### config.mk
export PLATFORM = sky130hd
export DESIGN_NAME = imem_loader_flat
export DESIGN_NICKNAME = d
export VERILOG_FILES = /design/src/rtl/imem_loader_pkg.sv /design/src/rtl/imem_loader_if.sv /design/src/rtl/imem_loader_word_assembler.sv /design/src/rtl/imem_loader.sv /design/src/flat_wrapper.sv
export SDC_FILE = /design/constraint.sdc
export NUM_CORES = 1
export LEC_CHECK = 0
export ABC_AREA = 1
export CORE_MARGIN = 4
export CORE_UTILIZATION = 35
export CTS_BUF_LIST = sky130_fd_sc_hd__clkbuf_8
export CTS_CLUSTER_SIZE = 16
export DETAILED_ROUTE_END_ITERATION = 10
export SLEW_MARGIN = 20
export SYNTH_ARGS = -nofsm -noshare
export SYNTH_HDL_FRONTEND = slang
export SYNTH_HIERARCHICAL = 1
export SYNTH_SLANG_ARGS = --single-unit
### constraint.sdc
create_clock -name clk -period 3.8 [get_ports clk]
set_input_delay 0.38 -clock clk [delete_from_list [all_inputs] [get_ports clk]]
set_output_delay 0.38 -clock clk [all_outputs]
set_load 0.05 [all_outputs]
### src/rtl/imem_loader_pkg.sv
// Shared types and constants for the instruction-memory boot loader.
// IMEM_LOADER_CHECKSUM_EN adds the CHECK state to the state type.
package imem_loader_pkg;

  localparam logic [7:0] SYNC_BYTE_DEF  = 8'hA5;
  localparam int         BYTES_PER_WORD = 4;

`ifdef IMEM_LOADER_CHECKSUM_EN
  typedef enum logic [2:0] {
    S_IDLE,
    S_COUNT,
    S_DATA,
    S_WRITE,
    S_RUN,
    S_ERROR,
    S_CHECK
  } imem_loader_state_t;
`else
  typedef enum logic [2:0] {
    S_IDLE,
    S_COUNT,
    S_DATA,
    S_WRITE,
    S_RUN,
    S_ERROR
  } imem_loader_state_t;
`endif

  function automatic logic is_busy(
    imem_loader_state_t s
  );
    return !(s == S_IDLE ||
             s == S_RUN  ||
             s == S_ERROR);
  endfunction

endpackage

### src/rtl/imem_loader_if.sv
// Instruction-memory write/address port driven by the loader.
// Master drives address, data and write enable; memory is the slave.
interface imem_loader_if #(
  parameter int ADDR_WIDTH = 6,
  parameter int INST_WIDTH = 32
);

  logic [ADDR_WIDTH-1:0] imem_addr_out;
  logic [INST_WIDTH-1:0] imem_wdata_out;
  logic                  imem_we_out;

  modport master (
    output imem_addr_out,
    output imem_wdata_out,
    output imem_we_out
  );

  modport slave (
    input imem_addr_out,
    input imem_wdata_out,
    input imem_we_out
  );

endinterface

### src/rtl/imem_loader_word_assembler.sv
// Packs a byte stream into little-endian 32-bit words.
// word and word_valid are registered; last flags the 4th lane.
module word_assembler
  import imem_loader_pkg::*;
#(
  parameter int INST_WIDTH = 32
) (
  input  logic                  clk,
  input  logic                  rst_n,
  input  logic                  clear,
  input  logic                  strobe,
  input  logic [7:0]            data,
  output logic                  last,
  output logic [INST_WIDTH-1:0] word,
  output logic                  word_valid
);

  localparam logic [1:0] LAST_IDX =
    2'(BYTES_PER_WORD - 1);

  logic [1:0]  idx;
  logic [23:0] part;

  assign last = (idx == LAST_IDX);

  always_ff @(posedge clk) begin
    if (!rst_n) begin
      idx        <= '0;
      part       <= '0;
      word       <= '0;
      word_valid <= 1'b0;
    end else if (clear) begin
      idx        <= '0;
      word_valid <= 1'b0;
    end else begin
      word_valid <= 1'b0;
      if (strobe) begin
        if (last) begin
          word       <= INST_WIDTH'({data, part});
          word_valid <= 1'b1;
          idx        <= '0;
        end else begin
          unique case (idx)
            2'd0:    part[7:0]   <= data;
            2'd1:    part[15:8]  <= data;
            default: part[23:16] <= data;
          endcase
          idx <= idx + 2'd1;
        end
      end
    end
  end

endmodule

### src/rtl/imem_loader.sv
// Boot loader: UART bytes -> instruction memory, then hands port to PC.
// Define IMEM_LOADER_CHECKSUM_EN to require a trailing sum byte.
module imem_loader
  import imem_loader_pkg::*;
#(
  parameter int         ADDR_WIDTH = 6,
  parameter int         INST_WIDTH = 32,
  parameter logic [7:0] SYNC_BYTE  = SYNC_BYTE_DEF
) (
  input  logic                  clk,
  input  logic                  rst_n,
  input  logic [7:0]            rx_data_in,
  input  logic                  rx_valid_in,
  input  logic                  reload_in,
  input  logic [ADDR_WIDTH-1:0] cpu_addr_in,
  imem_loader_if.master         imem,
  output logic                  cpu_run_out,
  output logic                  busy_out,
  output logic                  error_out
);

  localparam int CW    = ADDR_WIDTH + 1;
  localparam int DEPTH = 1 << ADDR_WIDTH;

  imem_loader_state_t state, state_n;

  logic [ADDR_WIDTH-1:0] addr, addr_n;
  logic [CW-1:0]         cnt, cnt_n;
  logic                  clear;
  logic                  strobe;
  logic                  last;
  logic                  last_word;

  logic                  run_q;
  logic                  busy_q;
  logic                  err_q;

`ifdef IMEM_LOADER_CHECKSUM_EN
  logic [7:0] sum, sum_n;
`endif

  word_assembler #(
    .INST_WIDTH (INST_WIDTH)
  ) u_asm (
    .clk        (clk),
    .rst_n      (rst_n),
    .clear      (clear),
    .strobe     (strobe),
    .data       (rx_data_in),
    .last       (last),
    .word       (imem.imem_wdata_out),
    .word_valid (imem.imem_we_out)
  );

  assign last_word = (cnt == CW'(1));

  always_comb begin
    state_n = state;
    addr_n  = addr;
    cnt_n   = cnt;
    clear   = 1'b0;
    strobe  = 1'b0;
`ifdef IMEM_LOADER_CHECKSUM_EN
    sum_n   = sum;
`endif
    if (reload_in) begin
      state_n = S_IDLE;
      clear   = 1'b1;
    end else begin
      unique case (state)
        S_IDLE: begin
          if (rx_valid_in &&
              rx_data_in == SYNC_BYTE)
            state_n = S_COUNT;
        end
        S_COUNT: begin
          if (rx_valid_in) begin
            if (rx_data_in == 8'd0) begin
              state_n = S_RUN;
            end else if (int'(rx_data_in) > DEPTH) begin
              state_n = S_ERROR;
            end else begin
              addr_n  = '0;
              cnt_n   = CW'(rx_data_in);
              clear   = 1'b1;
              state_n = S_DATA;
`ifdef IMEM_LOADER_CHECKSUM_EN
              sum_n   = 8'd0;
`endif
            end
          end
        end
        S_DATA: begin
          if (rx_valid_in) begin
            strobe = 1'b1;
`ifdef IMEM_LOADER_CHECKSUM_EN
            sum_n  = sum + rx_data_in;
`endif
            if (last)
              state_n = S_WRITE;
          end
        end
        S_WRITE: begin
          addr_n = addr + ADDR_WIDTH'(1);
          cnt_n  = cnt - CW'(1);
          if (last_word) begin
`ifdef IMEM_LOADER_CHECKSUM_EN
            // A byte landing in the final write is the checksum.
            if (!rx_valid_in)
              state_n = S_CHECK;
            else if (rx_data_in == sum)
              state_n = S_RUN;
            else
              state_n = S_ERROR;
`else
            state_n = S_RUN;
`endif
          end else begin
            state_n = S_DATA;
            if (rx_valid_in) begin
              strobe = 1'b1;
`ifdef IMEM_LOADER_CHECKSUM_EN
              sum_n  = sum + rx_data_in;
`endif
            end
          end
        end
`ifdef IMEM_LOADER_CHECKSUM_EN
        S_CHECK: begin
          if (rx_valid_in)
            state_n = (rx_data_in == sum) ?
                      S_RUN : S_ERROR;
        end
`endif
        S_RUN:   state_n = S_RUN;
        S_ERROR: state_n = S_ERROR;
        default: state_n = S_IDLE;
      endcase
    end
  end

  always_ff @(posedge clk) begin
    if (!rst_n) begin
      state  <= S_IDLE;
      addr   <= '0;
      cnt    <= '0;
      run_q  <= 1'b0;
      busy_q <= 1'b0;
      err_q  <= 1'b0;
    end else begin
      state  <= state_n;
      addr   <= addr_n;
      cnt    <= cnt_n;
      run_q  <= (state_n == S_RUN);
      busy_q <= is_busy(state_n);
      err_q  <= (state_n == S_ERROR);
    end
  end

`ifdef IMEM_LOADER_CHECKSUM_EN
  always_ff @(posedge clk) begin
    if (!rst_n)
      sum <= 8'd0;
    else
      sum <= sum_n;
  end
`endif

  assign imem.imem_addr_out =
    (state == S_RUN) ? cpu_addr_in : addr;

  assign cpu_run_out = run_q;
  assign busy_out    = busy_q;
  assign error_out   = err_q;

endmodule

### src/flat_wrapper.sv
// flat-port wrapper written by rule: the top's interface ports become plain ports
module imem_loader_flat import imem_loader_pkg::*;
#(
  parameter int         ADDR_WIDTH = 6,
  parameter int         INST_WIDTH = 32,
  parameter logic [7:0] SYNC_BYTE  = SYNC_BYTE_DEF
)
  (clk, rst_n, rx_data_in, rx_valid_in, reload_in, cpu_addr_in, cpu_run_out, busy_out, error_out, imem_imem_addr_out, imem_imem_wdata_out, imem_imem_we_out);
  imem_loader_if #(.ADDR_WIDTH(ADDR_WIDTH), .INST_WIDTH(INST_WIDTH)) imem_i ();
  input  logic clk;
  input  logic rst_n;
  input  logic [7:0] rx_data_in;
  input  logic rx_valid_in;
  input  logic reload_in;
  input  logic [ADDR_WIDTH-1:0] cpu_addr_in;
  output logic cpu_run_out;
  output logic busy_out;
  output logic error_out;
  output wire logic [$bits(imem_i.imem_addr_out)-1:0] imem_imem_addr_out;
  output wire logic [$bits(imem_i.imem_wdata_out)-1:0] imem_imem_wdata_out;
  output wire logic [$bits(imem_i.imem_we_out)-1:0] imem_imem_we_out;
  assign imem_imem_addr_out = imem_i.imem_addr_out;
  assign imem_imem_wdata_out = imem_i.imem_wdata_out;
  assign imem_imem_we_out = imem_i.imem_we_out;
  imem_loader #(.ADDR_WIDTH(ADDR_WIDTH), .INST_WIDTH(INST_WIDTH), .SYNC_BYTE(SYNC_BYTE)) u_core (.clk(clk), .rst_n(rst_n), .rx_data_in(rx_data_in), .rx_valid_in(rx_valid_in), .reload_in(reload_in), .cpu_addr_in(cpu_addr_in), .imem(imem_i), .cpu_run_out(cpu_run_out), .busy_out(busy_out), .error_out(error_out));
endmodule
==> impl_metrics.ini, run 1 <==
[global_route]
grt_max_degree = 64
grt_use_total = 0.146
antenna_found_initial = 0
grt_pass1_vias = 3269
grt-ovfl-total = 0
grt_pass1_wl_um = 15200

[detailed_routing]
drt-total-wl_um = 8900
drtPass1Iterations = 4
drt-initial-drc-count = 247
viasPerCell = 4.61
vias = 3546
wl_per_cell_um = 11.6
postRouteAntennaNets = 0
remaining_drc_errors = 0

[timing]
finClkSkew_ns = 0.0125
fin_crit_sh = 0.688
slew_headroom = 0.471
setup_tns_ns = 0
setup_viol = 0
tightest_slew_ns = 0.788
fmax_mhz = 382
rsz0062_at_grt = false
finalHoldViolCount = 0
final.setup.worst_slack_ns = 1.18
min_period_ns = 2.62
slew_viol_final = 0

[yosys]
ys_seq_area_frac = 0.411
yosysTopAreaCellShare = 0.411
synth_cells = 577
yosysUniqueCellTypes = 29
syn_area_mm2 = 0.00380
syn-num-nets = 602
syn_avg_cell_area_um2 = 6.59
synth-seq-cells = 78
synthTopCellsByArea = dfxtp_1 41%, nand2_1 15%, nor2_1 13%
yosys.area.top_type = dfxtp_1
ys_warn_count = 6

[worst_setup_path]
slowest_delay_ns = 0.79
cpMaxStageDelayCell = clkdlybuf4s50_1
start_kind = flip-flop
path_max_fanout = 9
worst-setup-path-type = reg2out
r2r_slack_ns = 1.27
r2r_cells = 9
required_ns = 3.42
worstPathArrival_ns = 2.24
cp_cell_sequence = nand3_1, mux2_2, clkdlybuf4s50_1
crit_path_end_kind = output pin
r2r-start = u_core/cnt[1]$_SDFFE_PN0P_
startpoint = u_core/state[2]$_SDFF_PN0_
r2r_end = u_core/u_asm/part[22]$_SDFFE_PN0P_

[clock_tree]
h-tree-depth = 3
holdBufCountCts = 0
clockBufferDepth = 2
cts-root-buf = clkbuf_8
clock_sinks = 78
tritoncts = yes
clk_latency_ns = 0.35
post_cts_buffers = 0
clkTransAtPathRegs_ns = 0.08
cts_inserted_buffers = 9
postCtsResizedCells = 0

[floorplanning]
io_pins = 60
core_mm2 = 0.0105
die_y_um = 112
die-area_mm2 = 0.0126
row_count = 37
die_w_um = 112
initial_core_util = 0.364

[outcome]
outcome = finished clean

[place]
finalWeightedCongestion = 0.807
hpwl_um = 6130
port_buffers = 59
placed_cells = 755
pre_cts_slack_ns = 1.11

[power]
cellPowerDensity_mw_per_mm2 = 318
ir_drop_v = 0.000193
p_leak_uw = 0.00221
fin_total_pwr_uw = 1490

[job]
maxCapViolCount = 0

[hold_path]
whs_endpoint = u_core/cnt[1]$_SDFFE_PN0P_
min_path_cells = 2
hold_path.startpoint = u_core/cnt[1]$_SDFFE_PN0P_
hp-class = reg2reg

[final_layout]
multiInputGateArea_mm2 = 0.00182
nFillCells = 1119
regArea_mm2 = 0.00156
final_cells = 770
nets = 655
utilization = 0.446
synthToLayoutAreaGrowth_pct = 22.8
diodes = 0
drive_above_1_share = 0.0915
==> stage by stage <==
step | hold slack, ns | cell area, µm²
floorplan | 0.451 | 3800
global placement | 0.462 | 4480
detailed placement | 0.468 | 4480
CTS | 0.481 | 4670
global route | 0.504 | 4670
finish | 0.477 | 4670
==> layer usage <==
metal | vias up | routed length, µm | part of all wire | GRT usage
li1 | 1844 | - | - | -
met3 | 11 | 375 | 0.042 | 0.0356
met1 | 1628 | 4210 | 0.47 | 0.185
met4 | 0 | 132 | 0.015 | 0.0481
met5 | - | 0 | 0 | 0
met2 | 63 | 4190 | 0.47 | 0.245
==> worst max-delay path, delay by kind of cell, from the launching register on <==
| kind | cells | cell delay (ns) |
|---|---|---|
| buffers and inverters | 1 | 0.79 |
| flip-flops | 1 | 0.45 |
| multiplexers | 1 | 0.33 |
| AND/OR/NAND/NOR | 1 | 0.32 |
==> cell families (layout without fill, tap and decap cells) <==
| kind of cell | after synthesis | count (layout) | synth area share |
|---|---|---|---|
| and+or+nand+nor | 335 | 335 | 0.360 |
| xor gates and xnor gates | 5 | 5 | 0.0115 |
| DFF | 78 | 78 | 0.411 |
| AOI/OAI and AO/OA | 46 | 46 | 0.0720 |
| muxes | 3 | 3 | 0.00888 |
| buffers and inverters | 103 | 160 | 0.114 |
| adders and majority gates | 7 | 7 | 0.0230 |
==> how the worst max path moves through the flow <==
| stage | to | cells after the start | slack [ns] |
|---|---|---|---|
| after floorplan | u_core/u_asm/word[10]$_SDFFE_PN0P_ | 10 | 1.88 |
| after global placement | u_core/u_asm/part[21]$_SDFFE_PN0P_ | 6 | 1.25 |
| after detailed placement | u_core/u_asm/part[21]$_SDFFE_PN0P_ | 6 | 1.11 |
| after CTS | imem_imem_addr_out[2] | 3 | 1.16 |
| after global routing | u_core/u_asm/part[22]$_SDFFE_PN0P_ | 10 | 1.02 |
| final | imem_imem_addr_out[2] | 3 | 1.18 |
==> cells in the mapped netlist (all sizes together) <==
cell type	count
o21ai	11
nor2	132
mux2	3
a21boi	1
ha	7
xnor2	1
xor2	4
clkbuf	5
or2	2
inv	80
nand4	3
nand3	31
nand2	162
a21oi	34
dfxtp	78
buf	17
nor3	5
clkinv	1
==> layout by cell type, fill, tap and decap left out <==
master           Yosys  layout
nand2_1            150     150
nor2_1             128     127
inv_1               77      79
dfxtp_1             78      78
clkdlybuf4s50_1      0      58
nand3_1             31      30
a21oi_1             24      24
nand2_2             11      11
clkbuf_8             0      10
o21ai_0             10      10
a21oi_2             10      10
ha_1                 7       7
buf_4                0       5
nor2_2               3       4
nor3_1               4       4
xor2_1               4       4
inv_2                3       3
mux2_2               3       3
nand4_1              3       3
clkinvlp_4           0       2
or2_2                2       2
bufinv_16            0       1
buf_2               12       1
o21ai_2              1       1
nor3_2               1       1
a21boi_0             1       1
nor2_4               1       1
nand2_4              1       1
clkinv_4             1       1
xnor2_1              1       1
nand3_2              0       1
==> state kept, by name, indices dropped and copies added, names as in the netlist, 2 cells and up <==
signal             cells
u_core/cnt             7
u_core/addr            6
u_core/u_asm/idx       2
u_core/u_asm/part     24
u_core/u_asm/word     32
u_core/state           3
==> area by class of cell <==
type | count | area share
Inverter | 81 | 0.0662
Clock buffer | 10 | 0.0295
Sequential cell | 78 | 0.334
Timing Repair Buffer | 64 | 0.133
Tap cell | 136 | 0.0364
Clock inverter | 5 | 0.0113
Multi-Input combinational cell | 396 | 0.389
==> report_power, final <==
group | switching (µW) | internal [µW]
Combinational | 44.8 | 25.0
Sequential | 0.0292 | 817
Clock | 288 | 313
Total | 333 | 1150
Power figures use the tool's default switching activity.
==> run 2, diff against run 1 <==
==> constraint.sdc (replaced) <==
create_clock -name clk -period 2.7 [get_ports clk]
set_input_delay 0.27 -clock clk [delete_from_list [all_inputs] [get_ports clk]]
set_output_delay 0.27 -clock clk [all_outputs]
set_load 0.05 [all_outputs]
==> run 2 against run 1 <==
  * Clock power up 49%
  * First-iteration DRC count down 3.6%
  * Utilization up 0.68 points
  * Total power up 45%
  * Global-route usage down 0.32 points
  * Die area unchanged
  * Register-to-register slack worse by 0.55 ns
  * Sequential share of layout area down 0.50 points
  * Clock-buffer cell count down 1
  * Sequential power up 41%
  * Combinational power up 50%
  * Non-clock buffer count up 6
==> impl_metrics.ini, run 2 (synthesis results as in run 1) <==
[timing]
fmax_mhz = 400
slew_headroom = 0.571
min_period_ns = 2.50
rsz0062_at_grt = false
fin_crit_sh = 0.927
finalHoldViolCount = 0
setup_viol = 0
setup_tns_ns = 0
finClkSkew_ns = 0.0125
slew_viol_final = 0
tightest_slew_ns = 0.642

[clock_tree]
clockBufferDepth = 2
h-tree-depth = 3
clkTransAtPathRegs_ns = 0.09
holdBufCountCts = 0
post_cts_buffers = 0
cts_inserted_buffers = 9
cts-root-buf = clkbuf_8
tritoncts = yes
postCtsResizedCells = 0
clock_sinks = 78
clk_latency_ns = 0.35

[worst_setup_path]
start_kind = flip-flop
cp_num_buf_inv = 1
crit_path_end_kind = output pin
cp_cell_sequence = nand3_1, mux2_2, clkdlybuf4s50_1
worst-setup-path-type = reg2out
path_max_fanout = 9
r2r_end = u_core/u_asm/word[21]$_SDFFE_PN0P_
r2r-start = u_core/cnt[2]$_SDFFE_PN0P_
crit_cells = 3
slowest_delay_ns = 0.79
crit_family = buffers and inverters
r2r_cells = 12
startpoint = u_core/state[2]$_SDFF_PN0_
worstPathArrival_ns = 2.23
required_ns = 2.43
r2r_slack_ns = 0.72
cpMaxStageDelayCell = clkdlybuf4s50_1

[power]
p_leak_uw = 0.00225
cellPowerDensity_mw_per_mm2 = 454
ir_drop_v = 0.000201

[floorplanning]
die_y_um = 112
initial_core_util = 0.364
die-area_mm2 = 0.0126
core_mm2 = 0.0105
die_w_um = 112
row_count = 37
io_pins = 60

[global_route]
grt_pass1_wl_um = 14900
antenna_found_initial = 0
grt_max_degree = 66
grt_pass1_vias = 3154
grt_use_total = 0.143
grt-ovfl-total = 0

[final_layout]
top_register = u_core/u_asm/word
mostFrequentLayoutCells = 150 x nand2_1, 127 x nor2_1, 78 x dfxtp_1
drive_above_1_share = 0.105
top_regs = u_core/u_asm/word: 32 flops, u_core/u_asm/part: 24 flops, u_core/cnt: 7 flops
nets = 661
largest_register_ff_count = 32
diodes = 0
nFillCells = 1127
synthToLayoutAreaGrowth_pct = 24.7
final_common_cell = nand2_1
utilization = 0.453

[detailed_routing]
postRouteAntennaNets = 0
viasPerCell = 4.45
drtPass1Iterations = 4
drt-total-wl_um = 8980
wl_per_cell_um = 11.6
vias = 3458
drt-initial-drc-count = 238
remaining_drc_errors = 0

[hold_path]
min_path_cells = 3
hold_path.startpoint = rst_n
hp-class = in2reg
whs_endpoint = u_core/u_asm/word[19]$_SDFFE_PN0P_

[place]
port_buffers = 59
finalWeightedCongestion = 0.867
hpwl_um = 6210

[job]
maxCapViolCount = 0

[outcome]
outcome = finished clean
==> run 2: worst max path at each step <==
stage / slack, ns / endpoint
floorplan: 0.78 / u_core/u_asm/word[10]$_SDFFE_PN0P_
global placement: 0.50 / u_core/u_asm/word[26]$_SDFFE_PN0P_
detailed placement: 0.44 / u_core/u_asm/word[21]$_SDFFE_PN0P_
CTS: 0.17 / imem_imem_addr_out[2]
global route: 0.09 / imem_imem_addr_out[2]
finish: 0.20 / imem_imem_addr_out[2]
==> run 2: tightest hold or removal path, cell delays in order <==
cell and delay (ns):
buf_2 0.26, nand2_1 0.13, nor2_1 0.03
==> run 2: layout make-up <==
cell class                 count  area [µm²]  share of cell area
inverter                      81         309              0.0652
timing repair buffer          70         681               0.144
sequential                    78        1560               0.329
clock inverter                 7        80.1              0.0169
clock buffer                   9         124              0.0261
tap                          136         170              0.0359
multi-input combinational    396        1820               0.383
==> run 2: power breakdown <==
part / switching, µW / internal [µW] / total, µW / leakage, µW
sequential: 0.0392 / 1150 / 1150 / 0.000628
combinational: 65.1 / 39.9 / 105 / 0.00152
clock: 457 / 440 / 897 / 0.000102
==> run 2: per-stage QoR <==
| step | power, µW | setup WS, ns | cells | hold WS [ns] | instance area, µm² |
|---|---|---|---|---|---|
| after floorplan | 1220 | 0.782 | 577 | 0.390 | 3800 |
| after global placement | 1280 | 0.495 | 761 | 0.462 | 4540 |
| after detailed placement | 1280 | 0.436 | 761 | 0.469 | 4540 |
| after CTS | 2180 | 0.171 | 777 | 0.388 | 4740 |
| after global routing | 2250 | 0.0898 | 777 | 0.421 | 4740 |
| final | 2150 | 0.198 | 777 | 0.399 | 4740 |
==> run 2: layer usage <==
layer | vias to the layer above | wire [µm] | GRT usage
met1 | 1541 | 4290 | 0.188
li1 | 1857 | - | -
met3 | 6 | 419 | 0.0248
met4 | 0 | 106 | 0.0545
met2 | 54 | 4160 | 0.234
met5 | - | 0 | 0
